==> src/rtl/ps2_pkg.sv <==
// ============================================================================
// Module   : ps2_pkg
// Purpose  : Scan Code Set 2 constants, decode-state enum, scancode->ASCII map
// Revision : 1.0
// ============================================================================
`default_nettype none

package ps2_pkg;

    localparam logic [7:0] SC_BREAK = 8'hF0;
    localparam logic [7:0] SC_EXT   = 8'hE0;
    localparam logic [7:0] SC_ENTER = 8'h5A;

    typedef enum logic [1:0] {
        ST_IDLE      = 2'd0,
        ST_BREAK     = 2'd1,
        ST_EXT       = 2'd2,
        ST_EXT_BREAK = 2'd3
    } decode_state_t;

    // Bit 8 flags a mapped code; bits 7:0 carry the lowercase ASCII value.
    function automatic logic [8:0] scan_to_ascii(input logic [7:0] code);
        logic [8:0] map;
        map = 9'h000;
        case (code)
            8'h1C: map = {1'b1, 8'h61};
            8'h32: map = {1'b1, 8'h62};
            8'h21: map = {1'b1, 8'h63};
            8'h23: map = {1'b1, 8'h64};
            8'h24: map = {1'b1, 8'h65};
            8'h2B: map = {1'b1, 8'h66};
            8'h34: map = {1'b1, 8'h67};
            8'h33: map = {1'b1, 8'h68};
            8'h43: map = {1'b1, 8'h69};
            8'h3B: map = {1'b1, 8'h6A};
            8'h42: map = {1'b1, 8'h6B};
            8'h4B: map = {1'b1, 8'h6C};
            8'h3A: map = {1'b1, 8'h6D};
            8'h31: map = {1'b1, 8'h6E};
            8'h44: map = {1'b1, 8'h6F};
            8'h4D: map = {1'b1, 8'h70};
            8'h15: map = {1'b1, 8'h71};
            8'h2D: map = {1'b1, 8'h72};
            8'h1B: map = {1'b1, 8'h73};
            8'h2C: map = {1'b1, 8'h74};
            8'h3C: map = {1'b1, 8'h75};
            8'h2A: map = {1'b1, 8'h76};
            8'h1D: map = {1'b1, 8'h77};
            8'h22: map = {1'b1, 8'h78};
            8'h35: map = {1'b1, 8'h79};
            8'h1A: map = {1'b1, 8'h7A};
            8'h45: map = {1'b1, 8'h30};
            8'h16: map = {1'b1, 8'h31};
            8'h1E: map = {1'b1, 8'h32};
            8'h26: map = {1'b1, 8'h33};
            8'h25: map = {1'b1, 8'h34};
            8'h2E: map = {1'b1, 8'h35};
            8'h36: map = {1'b1, 8'h36};
            8'h3D: map = {1'b1, 8'h37};
            8'h3E: map = {1'b1, 8'h38};
            8'h46: map = {1'b1, 8'h39};
            SC_ENTER: map = {1'b1, 8'h0D};
            8'h29: map = {1'b1, 8'h20};
            default: map = 9'h000;
        endcase
        return map;
    endfunction

endpackage

`default_nettype wire

==> src/rtl/ps2_key_decoder_rx.sv <==
// ============================================================================
// Module   : ps2_rx
// Purpose  : PS/2 frame receiver; PS2_PARITY_CHECK_EN drops odd-parity errors
// Revision : 1.0
// ============================================================================
`default_nettype none

module ps2_rx #(
    parameter int TIMEOUT_CYCLES = 50000
) (
    input  logic       clk,
    input  logic       rst_n,
    input  logic       ps2_clk,
    input  logic       ps2_data,
    output logic [7:0] byte_data,
    output logic       byte_strobe
);

`ifdef PS2_PARITY_CHECK_EN
    localparam bit c_parity_en = 1'b1;
`else
    localparam bit c_parity_en = 1'b0;
`endif
    localparam int c_cnt_w = $clog2(TIMEOUT_CYCLES + 1);

    logic [2:0]         r_clk_sync;
    logic [2:0]         r_dat_sync;
    logic [3:0]         r_bit_cnt;
    logic [9:0]         r_shift;
    logic [c_cnt_w-1:0] r_idle_cnt;
    logic               w_fall;
    logic [10:0]        w_frame;
    logic               w_frame_ok;

    assign w_fall     = !r_clk_sync[1] && r_clk_sync[2];
    // Stop bit joins the ten bits already shifted in; bit 0 is the start bit.
    assign w_frame    = {r_dat_sync[1], r_shift};
    assign w_frame_ok = !w_frame[0] && w_frame[10] && ((^w_frame[9:1]) || !c_parity_en);

    always_ff @(posedge clk or negedge rst_n) begin
        if (!rst_n) begin
            r_clk_sync  <= 3'b111;
            r_dat_sync  <= 3'b111;
            r_bit_cnt   <= 4'd0;
            r_shift     <= 10'd0;
            r_idle_cnt  <= '0;
            byte_data   <= 8'd0;
            byte_strobe <= 1'b0;
        end else begin
            r_clk_sync  <= {r_clk_sync[1:0], ps2_clk};
            r_dat_sync  <= {r_dat_sync[1:0], ps2_data};
            byte_strobe <= 1'b0;
            if (w_fall) begin
                r_idle_cnt <= '0;
                if (r_bit_cnt == 4'd10) begin
                    r_bit_cnt   <= 4'd0;
                    byte_data   <= w_frame[8:1];
                    byte_strobe <= w_frame_ok;
                end else begin
                    r_bit_cnt <= r_bit_cnt + 4'd1;
                    r_shift   <= {r_dat_sync[1], r_shift[9:1]};
                end
            end else if (r_bit_cnt != 4'd0) begin
                if (r_idle_cnt == c_cnt_w'(TIMEOUT_CYCLES - 1)) begin
                    r_bit_cnt  <= 4'd0;
                    r_idle_cnt <= '0;
                end else begin
                    r_idle_cnt <= r_idle_cnt + c_cnt_w'(1);
                end
            end else begin
                r_idle_cnt <= '0;
            end
        end
    end

endmodule

`default_nettype wire

==> src/rtl/ps2_key_decoder.sv <==
// ============================================================================
// Module   : ps2_key_decoder
// Purpose  : Scan Code Set 2 make/break decoder presenting held-key ASCII
//            (optional PS2_PARITY_CHECK_EN enables parity rejection in ps2_rx)
// Revision : 1.0
// ============================================================================
`default_nettype none

module ps2_key_decoder
    import ps2_pkg::*;
#(
    parameter int         TIMEOUT_CYCLES = 50000,
    parameter logic [7:0] RELEASE_CODE   = 8'h31
) (
    input  logic       clk,
    input  logic       rst_n,
    input  logic       ps2_clk,
    input  logic       ps2_data,
    output logic [7:0] ascii,
    output logic       key_valid
);

    logic [7:0]    w_byte;
    logic          w_strobe;
    logic [8:0]    w_map;
    decode_state_t r_state, w_state_nxt;
    logic [7:0]    r_ascii, w_ascii_nxt;
    logic [7:0]    r_held, w_held_nxt;
    logic          r_key_valid, w_key_valid_nxt;

    ps2_rx #(.TIMEOUT_CYCLES(TIMEOUT_CYCLES)) u_rx (
        .clk        (clk),
        .rst_n      (rst_n),
        .ps2_clk    (ps2_clk),
        .ps2_data   (ps2_data),
        .byte_data  (w_byte),
        .byte_strobe(w_strobe)
    );

    assign w_map = scan_to_ascii(w_byte);

    always_comb begin
        w_state_nxt     = r_state;
        w_ascii_nxt     = r_ascii;
        w_held_nxt      = r_held;
        w_key_valid_nxt = 1'b0;
        if (w_strobe) begin
            case (r_state)
                ST_IDLE: begin
                    if (w_byte == SC_BREAK) begin
                        w_state_nxt = ST_BREAK;
                    end else if (w_byte == SC_EXT) begin
                        w_state_nxt = ST_EXT;
                    end else if (w_map[8]) begin
                        w_ascii_nxt     = w_map[7:0];
                        w_held_nxt      = w_byte;
                        w_key_valid_nxt = 1'b1;
                    end
                end
                ST_BREAK: begin
                    w_state_nxt = ST_IDLE;
                    if (w_byte == r_held) begin
                        w_ascii_nxt = RELEASE_CODE;
                        w_held_nxt  = 8'd0;
                    end
                end
                // Extended keys are not mapped, so their makes and breaks are swallowed.
                ST_EXT:       w_state_nxt = (w_byte == SC_BREAK) ? ST_EXT_BREAK : ST_IDLE;
                ST_EXT_BREAK: w_state_nxt = ST_IDLE;
                default:      w_state_nxt = ST_IDLE;
            endcase
        end
    end

    always_ff @(posedge clk or negedge rst_n) begin
        if (!rst_n) begin
            r_state     <= ST_IDLE;
            r_ascii     <= RELEASE_CODE;
            r_held      <= 8'd0;
            r_key_valid <= 1'b0;
        end else begin
            r_state     <= w_state_nxt;
            r_ascii     <= w_ascii_nxt;
            r_held      <= w_held_nxt;
            r_key_valid <= w_key_valid_nxt;
        end
    end

    assign ascii     = r_ascii;
    assign key_valid = r_key_valid;

endmodule

`default_nettype wire

==> config.mk <==
export PLATFORM = sky130hd
export DESIGN_NAME = ps2_key_decoder
export DESIGN_NICKNAME = d
export VERILOG_FILES = /design/src/rtl/ps2_pkg.sv /design/src/rtl/ps2_key_decoder_rx.sv /design/src/rtl/ps2_key_decoder.sv
export SDC_FILE = /design/constraint.sdc
export NUM_CORES = 1
export LEC_CHECK = 0
export CORE_MARGIN = 5
export CORE_UTILIZATION = 40
export CTS_BUF_LIST = sky130_fd_sc_hd__clkbuf_8
export CTS_CLUSTER_DIAMETER = 50
export DETAILED_ROUTE_END_ITERATION = 12
export HOLD_SLACK_MARGIN = 0.02
export SLEW_MARGIN = 40
export SYNTH_ARGS = -nofsm -noshare
export SYNTH_HDL_FRONTEND = slang
export SYNTH_SLANG_ARGS = --single-unit
==> constraint.sdc <==
create_clock -name clk -period 3 [get_ports clk]
set_input_delay 0.3 -clock clk [delete_from_list [all_inputs] [get_ports clk]]
set_output_delay 0.3 -clock clk [all_outputs]
set_load 0.05 [all_outputs]
==> results.md, run 1 <==
* Tcrit/Tclk final at roughly 90%
* First-pass GRT wire length at about 14 mm
* Detailed Route Iter0 Violations at between 100 and 150
* Maximum VDD drop at approximately 0.00044 V
* Status: finished clean
* IO Pins at 13
* Setup violations, final at 0
* Pwr Total at slightly below 3 mW
* Synth Area in Simple Gates at 21.3%
* Die Span Y at about 110 µm
* Final Max Tran Viols at 0
* Reg clk slew, reported paths at ~0.070 ns
* Initial antenna violation count at 0
* CTS Hold Bufs at 0
* Crit path max-delay cell type: dfrtp_1
* Nature of the critical path endpoint: flip-flop
* Post-CTS Resized at 0
* Worst Hold Class: input port to asynchronous set/reset pin
* DRT Pass-1 Iters at 4
* Fin. Hold Viols at 0
* Setup TNS at 0 ns
* Placed Cells at roughly 500
* Critical path data required time at 3.23 ns
* Final setup skew at approximately 0.0091 ns
* # diodes at 0
* Fin area at 4120 µm²
* Final Critical Period at 2.69 ns
* Detailed Place HPWL at approximately 5.5 mm
* Post-synth cell types at just under 60
* Synth Register Bits at 62
* P&R area growth vs syn at 12.1%
* Share of the synthesized area in the top cell type at a little under two fifths
* CP top delay family: simple AND/OR/NAND/NOR gates
* Post-Synth XOR/XNOR Area at under 10%
* Via Count at 2818
* Layout cell share with drive strength beyond 1 at 17.4%
* CP max FO at 11
* Metal-1 WL at roughly 3.7 mm
* Grt ovf at 0
* Actual slew at the worst max-slew pin at between 0.7 and 0.8 ns
* Vias in the first global route at between 2000 and 3000
* Top FF cell, synth: dfrtp_1
* Mapped Area at about 3700 µm²
* Met3 wire len at between 300 and 400 µm
* Pwr Density at between 700 and 800 nW/µm²
* Initial Util at a little over 40%
* Worst Path Buf+Inv at 2
* Nets at ~410
* CP startpoint kind: flip-flop
* Area fraction in compound gates after synthesis at approximately an eighth
* Multiplexer area fraction after synthesis at between 10% and 20%
* Final WL at 8.00 mm
* Via-to-Cell Ratio at roughly 5.5
* Syn Area/Cell at ~9.5 µm²
* Rel. slew slack at about half
* Wirelength per Cell at approximately 16 µm
* RePlAce Congestion at ~0.92
* Max_cap viols at 0
* ANT nets after route at 0
* Static Leak at between 1.5 and 2 nW
* Number of synthesized flops with an enable pin at 0
* TritonCTS clock tree: yes
* Met2 wire length at between 3 and 4 mm
* CP Class: flip-flop to flip-flop
* Die width at roughly 110 µm
* Cells after Synth at between 300 and 400
* Highest routed layer: met4
* Crit path cell chain: inv_1 > ha_1 > nor2b_1 > nand3_1 > o2111ai_2 > a21oi_2 > nor4_4 > buf_4 > mux2_2
* Die area at between 10000 and 15000 µm²
* Post-CTS setup buffers at 0
* Fraction of the yosys area taken by sequential cells at between 40 and 50%
* Num CTS Buffers at 9
* Core ar. at approximately 9000 µm²
* Leading area contributor after synthesis: dfrtp_1
* Number of H-tree levels at 3
* Port-buffer cells at 11
* Async SR Flop Fraction at 100%
* Largest family of logic cells by synthesized area: simple AND/OR/NAND/NOR gates
* Site row count at 35
* Area contributors post-synth: dfrtp_1 (37%), mux2_2 (5.8%), dfstp_2 (5.7%), nor2_1 (3.8%), ha_1 (3.7%)
* Root Driver: clkbuf_8
* Clock sinks at 62
* FMAX at ~370 MHz
* Clk Latency, worst-skew pair at roughly 0.35 ns
* Post-Synth Adder-Cell Area at 3.75%
* Syn Nets at roughly 400
* # DRC at 0
* CTS Buffer Depth at 2
* Placement Cell Area at about 3900 µm²
* RSZ-0062 raised after global routing: false
* Crit path DAT at slightly below 3 ns
* Synth warn at 0
* All-Layer GR Usage at roughly 15%
* Largest net degree at the start of global routing at between 60 and 70
* Post-route insts no fill at 514
* Crit-path max cell delay at approximately 0.4 ns
-- Yosys cell counts (2+ instances only) --
master / n
nor2b_1: 10
xor2_1: 7
nand3b_1: 4
clkbuf_1: 13
nand4_1: 4
buf_2: 3
buf_1: 3
nor2_1: 37
buf_6: 2
dfstp_2: 8
o21a_1: 3
o31ai_1: 3
o2111ai_1: 2
or2_2: 3
a311oi_1: 5
a21oi_1: 14
a31oi_1: 3
nor3_1: 9
xnor2_1: 13
inv_1: 17
nand2b_1: 12
or3_1: 5
o21ai_0: 21
mux2i_1: 11
mux2_2: 19
dfrtp_1: 54
mux2_4: 2
nand2_1: 35
and3_1: 5
nand3_1: 14
nor4_1: 6
ha_1: 11
o211ai_1: 2
-- sequential cells by signal (all words and copies together) (netlist names), 2 cells and up --
signal           count
ascii                7
u_rx.r_dat_sync      2
r_state              2
u_rx.r_bit_cnt       4
u_rx.byte_data       8
u_rx.r_idle_cnt     16
u_rx.r_clk_sync      3
r_held               8
u_rx.r_shift        10
-- metal layers --
| layer | up-vias | track usage, % |
|---|---|---|
| met5 | - | 0 |
| met4 | 0 | 5.83 |
| met3 | 12 | 3.67 |
| met2 | 70 | 23.0 |
| met1 | 1369 | 20.4 |
| li1 | 1367 | - |
-- worst paths after layout --
check                                              start                            to  slack, ns  cells past startpoint
setup reg to reg           u_rx.byte_data[0]$_DFFE_PN0P_          ascii[6]$_DFFE_PN0P_       0.31                      9
hold reg to reg             u_rx.r_dat_sync[0]$_DFF_PN1_  u_rx.r_dat_sync[1]$_DFF_PN1_       0.36                      0
min in group clk                                ps2_data  u_rx.r_dat_sync[0]$_DFF_PN1_       0.36                      1
hold / removal                                     rst_n   u_rx.r_shift[3]$_DFFE_PN0P_       0.02                      2
setup / recovery           u_rx.byte_data[0]$_DFFE_PN0P_          ascii[6]$_DFFE_PN0P_       0.31                      9
max in group asynchronous                          rst_n          ascii[0]$_DFFE_PN1P_       2.58                      2
-- per-stage QoR --
step	utilization [%]	setup WS [ns]	hold slack, ns
2_1_floorplan	-	0.313	0.00441
3_3_place_gp	42.7	0.456	0.346
3_5_place_dp	42.7	0.340	0.348
4_1_cts	45.2	0.334	0.135
5_1_grt	45.2	0.147	0.0651
6_report	45.2	0.314	0.0151
-- where the power goes --
group	internal (mW)	switching [mW]	leakage, nW	total (mW)
combinational	0.417	0.572	0.782	0.989
clock	0.470	0.356	0.106	0.826
sequential	0.971	0.167	0.809	1.14
-- cells in the final DEF, fill, tap and decap left out, drive strengths merged, types with 4 or more instances in the layout --
| cell | n |
|---|---|
| dfstp | 8 |
| a311oi | 5 |
| mux2 | 21 |
| xnor2 | 13 |
| nand3 | 14 |
| ha | 11 |
| nor2 | 37 |
| nand3b | 4 |
| nand2b | 12 |
| clkbuf | 9 |
| xor2 | 7 |
| dfrtp | 54 |
| inv | 18 |
| buf | 15 |
| nor3 | 9 |
| o21ai | 21 |
| and3 | 5 |
| nor2b | 10 |
| clkdlybuf4s50 | 10 |
| nand2 | 36 |
| nor4 | 7 |
| mux2i | 11 |
| or3 | 5 |
| nand4 | 4 |
| a21oi | 15 |
-- cell families (layout without fill, tap and decap cells) --
family | count (synthesis) | in the layout
other cells | 1 | 1
xor+xnor | 20 | 20
buf+inv | 41 | 58
flops | 62 | 62
compound gates | 66 | 66
mux | 33 | 33
fa+ha+maj | 11 | 11
simple gates | 152 | 152
-- layout make-up --
| type | instances | area (µm²) |
|---|---|---|
| clock buffer | 9 | 124 |
| timing repair buffer | 25 | 214 |
| clock inverter | 7 | 97.6 |
| inverter | 17 | 63.8 |
| tap | 111 | 139 |
| fill | 866 | 4990 |
| sequential | 62 | 1560 |
| multi-input combinational | 283 | 1920 |
Power figures use the tool's default switching activity.
==> inputs of run 2 (changes only) <==
--- a/config.mk
+++ b/config.mk
@@ -7,10 +7,11 @@
 export LEC_CHECK = 0
 export CORE_MARGIN = 5
 export CORE_UTILIZATION = 40
-export CTS_BUF_LIST = sky130_fd_sc_hd__clkbuf_8
+export CTS_BUF_LIST = sky130_fd_sc_hd__clkbuf_8 sky130_fd_sc_hd__clkbuf_16
 export CTS_CLUSTER_DIAMETER = 50
 export DETAILED_ROUTE_END_ITERATION = 12
 export HOLD_SLACK_MARGIN = 0.02
+export SKIP_CTS_REPAIR_TIMING = 1
 export SLEW_MARGIN = 40
 export SYNTH_ARGS = -nofsm -noshare
 export SYNTH_HDL_FRONTEND = slang
==> results of run 2 <==
Final layout, timing and power as in run 1 (identical DEF).
